[config.mk]
export PLATFORM = sky130hd
export DESIGN_NAME = multicycle_control
export DESIGN_NICKNAME = d
export VERILOG_FILES = /design/src/rtl/mc_pkg.sv /design/src/rtl/mc_out_decode.sv /design/src/rtl/multicycle_control.sv
export SDC_FILE = /design/constraint.sdc
export NUM_CORES = 1
export LEC_CHECK = 0
export ABC_AREA = 1
export CELL_PAD_IN_SITES_DETAIL_PLACEMENT = 0
export CELL_PAD_IN_SITES_GLOBAL_PLACEMENT = 1
export CORE_MARGIN = 2
export CORE_UTILIZATION = 31
export CTS_CLUSTER_DIAMETER = 60
export DETAILED_ROUTE_END_ITERATION = 7
export GPL_ROUTABILITY_DRIVEN = 0
export PLACE_DENSITY = 0.78
export SLEW_MARGIN = 0
export SYNTH_ARGS = -nofsm -noshare
export SYNTH_HDL_FRONTEND = slang
export SYNTH_SLANG_ARGS = --single-unit
[constraint.sdc]
create_clock -name clk -period 1.9 [get_ports clk]
set_clock_uncertainty 0.1 [all_clocks]
set_input_delay 0.475 -clock clk [delete_from_list [all_inputs] [get_ports clk]]
set_output_delay 0.475 -clock clk [all_outputs]
set_load 0.1 [all_outputs]
[src/rtl/mc_pkg.sv]
// Shared encodings for the multicycle controller, its datapath and its bench.
//   state_e   : controller state codes (4 bits; 10-15 unused)
//   op_e      : instruction opcodes
//   alusrcb_e : ALU B-operand select
//   aluop_e   : ALU operation select
//   ctrl_t    : bundle of decoded control outputs
package mc_pkg;

  typedef enum logic [3:0] {
    S_IDLE   = 4'd0,
    S_FETCH  = 4'd1,
    S_DECODE = 4'd2,
    S_MEMADR = 4'd3,
    S_MEMRD  = 4'd4,
    S_MEMWB  = 4'd5,
    S_MEMWR  = 4'd6,
    S_EXEC   = 4'd7,
    S_ALUWB  = 4'd8,
    S_BRANCH = 4'd9
  } state_e;

  typedef enum logic [1:0] {
    OP_RTYPE = 2'b00,
    OP_LW    = 2'b01,
    OP_SW    = 2'b10,
    OP_BEQ   = 2'b11
  } op_e;

  typedef enum logic [1:0] {
    SRCB_REG   = 2'b00,
    SRCB_FOUR  = 2'b01,
    SRCB_IMM   = 2'b10,
    SRCB_SHIMM = 2'b11
  } alusrcb_e;

  typedef enum logic [1:0] {
    ALU_ADD   = 2'b00,
    ALU_SUB   = 2'b01,
    ALU_FUNCT = 2'b10
  } aluop_e;

  typedef struct packed {
    logic       pc_write;
    logic       iord;
    logic       mem_read;
    logic       mem_write;
    logic       ir_write;
    logic       reg_dst;
    logic       mem_to_reg;
    logic       reg_write;
    logic       alu_src_a;
    logic       pc_source;
    logic [1:0] alu_src_b;
    logic [1:0] alu_op;
    logic       busy;
    logic       instr_done;
  } ctrl_t;

endpackage

[src/rtl/mc_out_decode.sv]
// State-to-control decode for the multicycle controller (purely combinational).
//   state_i     : current state code
//   mem_ready_i : memory completion strobe (qualifies IRWrite/PCWrite in FETCH,
//                 InstrDone in MEMWR)
//   zero_i      : ALU zero flag (qualifies PCWrite in BRANCH)
//   clear_i     : abort; zeroes everything except busy
//   ctrl_o      : decoded control bundle
module mc_out_decode
  import mc_pkg::*;
(
  input  logic [3:0] state_i,
  input  logic       mem_ready_i,
  input  logic       zero_i,
  input  logic       clear_i,
  output ctrl_t      ctrl_o
);

  always_comb begin
    ctrl_o      = '0;
    ctrl_o.busy = (state_i != S_IDLE);
    case (state_i)
      S_FETCH: begin
        ctrl_o.mem_read  = 1'b1;
        ctrl_o.alu_src_b = SRCB_FOUR;
        ctrl_o.ir_write  = mem_ready_i;
        ctrl_o.pc_write  = mem_ready_i;
      end
      S_DECODE: ctrl_o.alu_src_b = SRCB_SHIMM;
      S_MEMADR: begin
        ctrl_o.alu_src_a = 1'b1;
        ctrl_o.alu_src_b = SRCB_IMM;
      end
      S_MEMRD: begin
        ctrl_o.mem_read = 1'b1;
        ctrl_o.iord     = 1'b1;
      end
      S_MEMWB: begin
        ctrl_o.reg_write  = 1'b1;
        ctrl_o.mem_to_reg = 1'b1;
        ctrl_o.instr_done = 1'b1;
      end
      S_MEMWR: begin
        ctrl_o.mem_write  = 1'b1;
        ctrl_o.iord       = 1'b1;
        ctrl_o.instr_done = mem_ready_i;
      end
      S_EXEC: begin
        ctrl_o.alu_src_a = 1'b1;
        ctrl_o.alu_op    = ALU_FUNCT;
      end
      S_ALUWB: begin
        ctrl_o.reg_write  = 1'b1;
        ctrl_o.reg_dst    = 1'b1;
        ctrl_o.instr_done = 1'b1;
      end
      S_BRANCH: begin
        ctrl_o.alu_src_a  = 1'b1;
        ctrl_o.alu_op     = ALU_SUB;
        ctrl_o.pc_source  = 1'b1;
        ctrl_o.pc_write   = zero_i;
        ctrl_o.instr_done = 1'b1;
      end
      default: ;  // IDLE and unused codes: everything stays 0
    endcase
    // Abort: nothing may commit this cycle; busy still reflects the state.
    if (clear_i) begin
      ctrl_o      = '0;
      ctrl_o.busy = (state_i != S_IDLE);
    end
  end

endmodule

[src/rtl/multicycle_control.sv]
// Multicycle CPU control FSM with retired-instruction counter.
//   clk, rst_n      : clock, synchronous active-low reset
//   Run             : allow fetching; 0 parks in IDLE at the next boundary
//   Clear           : synchronous abort of the current instruction
//   Op, Zero        : opcode, ALU zero flag
//   MemReady        : memory completion for FETCH/MEMRD/MEMWR
//   PCWrite..ALUOp  : datapath controls
//   State, Busy     : current state code, not-IDLE
//   InstrDone       : final-cycle pulse; InstrCount : saturating retire count
module multicycle_control
  import mc_pkg::*;
#(
  parameter int CNT_W = 16
) (
  input  logic             clk,
  input  logic             rst_n,
  input  logic             Run,
  input  logic             Clear,
  input  logic [1:0]       Op,
  input  logic             Zero,
  input  logic             MemReady,
  output logic             PCWrite,
  output logic             IorD,
  output logic             MemRead,
  output logic             MemWrite,
  output logic             IRWrite,
  output logic             RegDst,
  output logic             MemtoReg,
  output logic             RegWrite,
  output logic             ALUSrcA,
  output logic             PCSource,
  output logic [1:0]       ALUSrcB,
  output logic [1:0]       ALUOp,
  output logic [3:0]       State,
  output logic             Busy,
  output logic             InstrDone,
  output logic [CNT_W-1:0] InstrCount
);

  logic [3:0]       state_q, state_d;
  logic [CNT_W-1:0] cnt_q, cnt_d;
  logic [3:0]       boundary;
  ctrl_t            ctrl;

  mc_out_decode u_dec (
    .state_i     (state_q),
    .mem_ready_i (MemReady),
    .zero_i      (Zero),
    .clear_i     (Clear),
    .ctrl_o      (ctrl)
  );

  assign boundary = Run ? S_FETCH : S_IDLE;

  always_comb begin
    state_d = state_q;
    case (state_q)
      S_IDLE:   if (Run) state_d = S_FETCH;
      S_FETCH:  if (MemReady) state_d = S_DECODE;
      S_DECODE: begin
        case (Op)
          OP_RTYPE: state_d = S_EXEC;
          OP_BEQ:   state_d = S_BRANCH;
          default:  state_d = S_MEMADR;
        endcase
      end
      S_MEMADR: state_d = (Op == OP_LW) ? S_MEMRD : S_MEMWR;
      S_MEMRD:  if (MemReady) state_d = S_MEMWB;
      S_MEMWB:  state_d = boundary;
      S_MEMWR:  if (MemReady) state_d = boundary;
      S_EXEC:   state_d = S_ALUWB;
      S_ALUWB:  state_d = boundary;
      S_BRANCH: state_d = boundary;
      default:  state_d = S_IDLE;  // recover from unused codes
    endcase
    if (Clear) state_d = S_IDLE;
  end

  // instr_done is already suppressed by Clear inside the decoder.
  always_comb begin
    cnt_d = cnt_q;
    if (ctrl.instr_done && (cnt_q != {CNT_W{1'b1}}))
      cnt_d = cnt_q + {{(CNT_W-1){1'b0}}, 1'b1};
  end

  always_ff @(posedge clk) begin
    if (!rst_n) begin
      state_q <= S_IDLE;
      cnt_q   <= '0;
    end else begin
      state_q <= state_d;
      cnt_q   <= cnt_d;
    end
  end

  assign PCWrite    = ctrl.pc_write;
  assign IorD       = ctrl.iord;
  assign MemRead    = ctrl.mem_read;
  assign MemWrite   = ctrl.mem_write;
  assign IRWrite    = ctrl.ir_write;
  assign RegDst     = ctrl.reg_dst;
  assign MemtoReg   = ctrl.mem_to_reg;
  assign RegWrite   = ctrl.reg_write;
  assign ALUSrcA    = ctrl.alu_src_a;
  assign PCSource   = ctrl.pc_source;
  assign ALUSrcB    = ctrl.alu_src_b;
  assign ALUOp      = ctrl.alu_op;
  assign Busy       = ctrl.busy;
  assign InstrDone  = ctrl.instr_done;
  assign State      = state_q;
  assign InstrCount = cnt_q;

endmodule

==> results of run 1 <==
[final cells by class]
class | count | area, sq um
inverters | 27 | 125
well taps | 52 | 65.1
fillers | 352 | 1550
multi-input cells | 181 | 1090
repair buffers | 68 | 1060
flip-flops and latches | 20 | 443
clock buffers | 4 | 55.1
[Yosys cell counts, drive strengths merged]
library cell | number | area share [%]
nand2 | 78 | 21
nor2 | 36 | 11
inv | 27 | 7.1
a21oi | 25 | 9.1
dfxtp | 20 | 28
nand3 | 17 | 6.9
xor2 | 8 | 4.9
nand4 | 6 | 2.6
buf | 4 | 2.6
o21ai | 3 | 1.1
xnor2 | 3 | 1.9
clkbuf | 2 | 0.53
a31oi | 1 | 0.44
and2 | 1 | 0.44
ha | 1 | 0.88
nor3 | 1 | 0.35
o211ai | 1 | 0.53
[registers in the layout, indices dropped and copies added (netlist names)]
signal	count
State	4
InstrCount	16
[critical path, cell delays in order (launching register included)]
cell and delay, ns:
dfxtp_4 0.37, nor2_4 0.15, nand3_2 0.11, inv_2 0.09, nand2_4 0.07, a21oi_4 0.15
buf_12 0.19
[power breakdown]
group / switching [uW] / internal [uW] / total (uW)
logic: 115 / 78.8 / 194
registers: 5.69 / 412 / 417
clock network: 146 / 185 / 330
total: 266 / 675 / 941
[per-stage QoR]
stage	std cells	instance area, sq um
after floorplan	234	1640
after global placement	336	2610
after detailed placement	336	2610
after CTS	348	2800
after global routing	352	2830
final	352	2830
[per-layer routing]
| layer | part of all wire (%) | vias up |
|---|---|---|
| li1 | - | 880 |
| met1 | 46 | 775 |
| met2 | 49 | 54 |
| met3 | 4.6 | 2 |
| met4 | 0.67 | 0 |
| met5 | 0 | - |
[what timing repair did]
action	in CTS	in global routing
gates cloned	0	0
hold buffers	0	0
setup endpoints to repair	15	13
setup buffers	8	4
gates resized for setup	29	4
pin swaps	10	3
[kinds of logic (layout without fill, tap and decap cells)]
family,Yosys count,in the layout,share of synthesized area (%)
AO/OA/AOI/OAI,30,30,11.1
XOR/XNOR,11,11,6.80
adder cells (fa/ha/maj),1,1,0.882
buffers and inverters,33,99,10.3
flip-flops,20,20,28.2
AND/OR/NAND/NOR,139,139,42.6
[worst min path at each step]
stage                   startpoint        endpoint  slack [ns]  cells after the start
finish              InstrCount[15]  InstrCount[15]        0.42                      2
CTS                 InstrCount[15]  InstrCount[15]        0.42                      2
global placement    InstrCount[14]  InstrCount[14]        0.40                      2
floorplan                    Op[1]        State[3]        0.52                      2
global route         InstrCount[1]   InstrCount[1]        0.44                      2
detailed placement  InstrCount[15]  InstrCount[15]        0.41                      2
==> metrics.json, run 1 <==
{
  "worst_setup_path": {
    "timing.critical_path.required_ns": 1.32,
    "worst_setup_path_startpoint": "State[2]",
    "ff_to_ff_end": "InstrCount[13]",
    "startpoint_type_of_the_worst_setup_path": "flop",
    "reg2reg_setup_slack_ns": 0.24,
    "timing.critical_path.to_type": "primary output",
    "crit_type": "reg -> out",
    "r2r_cells": 9,
    "crit_path_arrival_time_ns": 1.39,
    "critPathCapture": "PCWrite",
    "crit_fanout": 4,
    "rr_startpoint": "InstrCount[0]"
  },
  "sta": {
    "finalSetupViolations": 9,
    "grt_setup_unrepaired": "yes",
    "hold_viol": 0,
    "worst-slew-pin-transition_ns": 0.305,
    "finalHoldWorstSlack_ns": 0.418,
    "max_clock_freq_ghz": 0.508,
    "worst_slew_margin_rel_pct": 79.6,
    "fin_crit_sh_pct": 104,
    "fin_setup_tns_ns": -0.278,
    "drv_slew": 0,
    "fin_ws_ns": -0.0678,
    "final_critical_path_time_including_i_o_delays_and_setup_ns": 1.97
  },
  "cts": {
    "number_of_cts_inserted_buffers": 3,
    "cts_max_level": 1,
    "clock_tree_from_tritoncts": "built",
    "clk_latency_ns": 0.26,
    "numClockSinks": 20,
    "clock_path_buffers": 2,
    "cts.clk_slew.worst_paths_ns": 0.08,
    "root_buffer": "clkbuf_8"
  },
  "power": {
    "power_density_nw_per_um2": 332,
    "finalPower_uw": 941,
    "power.leakage_uw": 0.00104,
    "vdd.ir_drop.worst_mv": 0.290
  },
  "synthesis": {
    "post_synthesis_instance_area_sq_um": 1420,
    "netlist-cell-type-count": 24,
    "ys_ff_latch": 20,
    "ys.warnings.count": 0,
    "syn_area_per_cell_sq_um": 6.06,
    "synth_cells": 234,
    "synth_nets": 243,
    "synth-seq-area-share_pct": 28.2
  },
  "floorplanning": {
    "fp.dieH_microns": 71.6,
    "num_io_pins": 44,
    "row_count": 24,
    "initial_standard_cell_utilization_of_the_core_pct": 32.3,
    "die_x_microns": 71.6,
    "die_area_sq_um": 5130,
    "floorplan.core_area_sq_um": 4380
  },
  "routing": {
    "route.vias.total": 1711,
    "detail_route.iter0.violations": 59,
    "vias_per_cell": 4.86,
    "drt_wl_total_mm": 4.31,
    "firstDrtPassIters": 4,
    "count_of_nets_left_with_antenna_violations_after_detail_routing": 0,
    "post_drt_wl_per_cell_microns": 12.2,
    "remaining_drc_errors": 0
  },
  "worst_hold_path": {
    "min_path_type": "reg -> reg"
  },
  "global_routing": {
    "grt_pass1_vias": 1718,
    "grt_util_all_layers_pct": 19.1,
    "gr-usage-met3_pct": 2.39,
    "antenna_violations_before_repair": 0,
    "global_route.usage.met2_pct": 31.5,
    "grt_max_degree": 17,
    "grt.met1_usage_pct": 26.1,
    "first_pass_grt_wire_length_mm": 7.88,
    "grt_overflow": 0,
    "busiest_layer": "met2"
  },
  "flow_run": {
    "maxCapViolCount": 0
  },
  "run_status": {
    "outcome": "complete, but fails checks",
    "failed_checks": "setup timing"
  },
  "cells_and_area": {
    "nNetsFinal": 310,
    "layout-area-overhead-vs-synth_pct": 99.9,
    "mostFrequentLayoutCell": "nand2_1",
    "insertedDiodeCount": 0,
    "drive_gt1_share_pct": 46.0,
    "finalCoreUtilization_pct": 64.6,
    "most_used_cells_in_the_layout_excluding_fill_and_tap_cells": "nand2_1, buf_12, a21oi_1"
  },
  "place": {
    "detailedPlace.worstSlack_ns": -0.261,
    "dpl.hpwl_mm": 3.37,
    "port_buffers": 43
  }
}
Note: power is estimated with default switching activity, not from simulation.
==> inputs of run 2 (changes only) <==
--- a/config.mk
+++ b/config.mk
@@ -6,6 +6,7 @@
 export NUM_CORES = 1
 export LEC_CHECK = 0
 export ABC_AREA = 1
+export CAP_MARGIN = 20
 export CELL_PAD_IN_SITES_DETAIL_PLACEMENT = 0
 export CELL_PAD_IN_SITES_GLOBAL_PLACEMENT = 1
 export CORE_MARGIN = 2
==> results of run 2 <==
The final DEF is identical to that of run 1; final timing and power are the same.
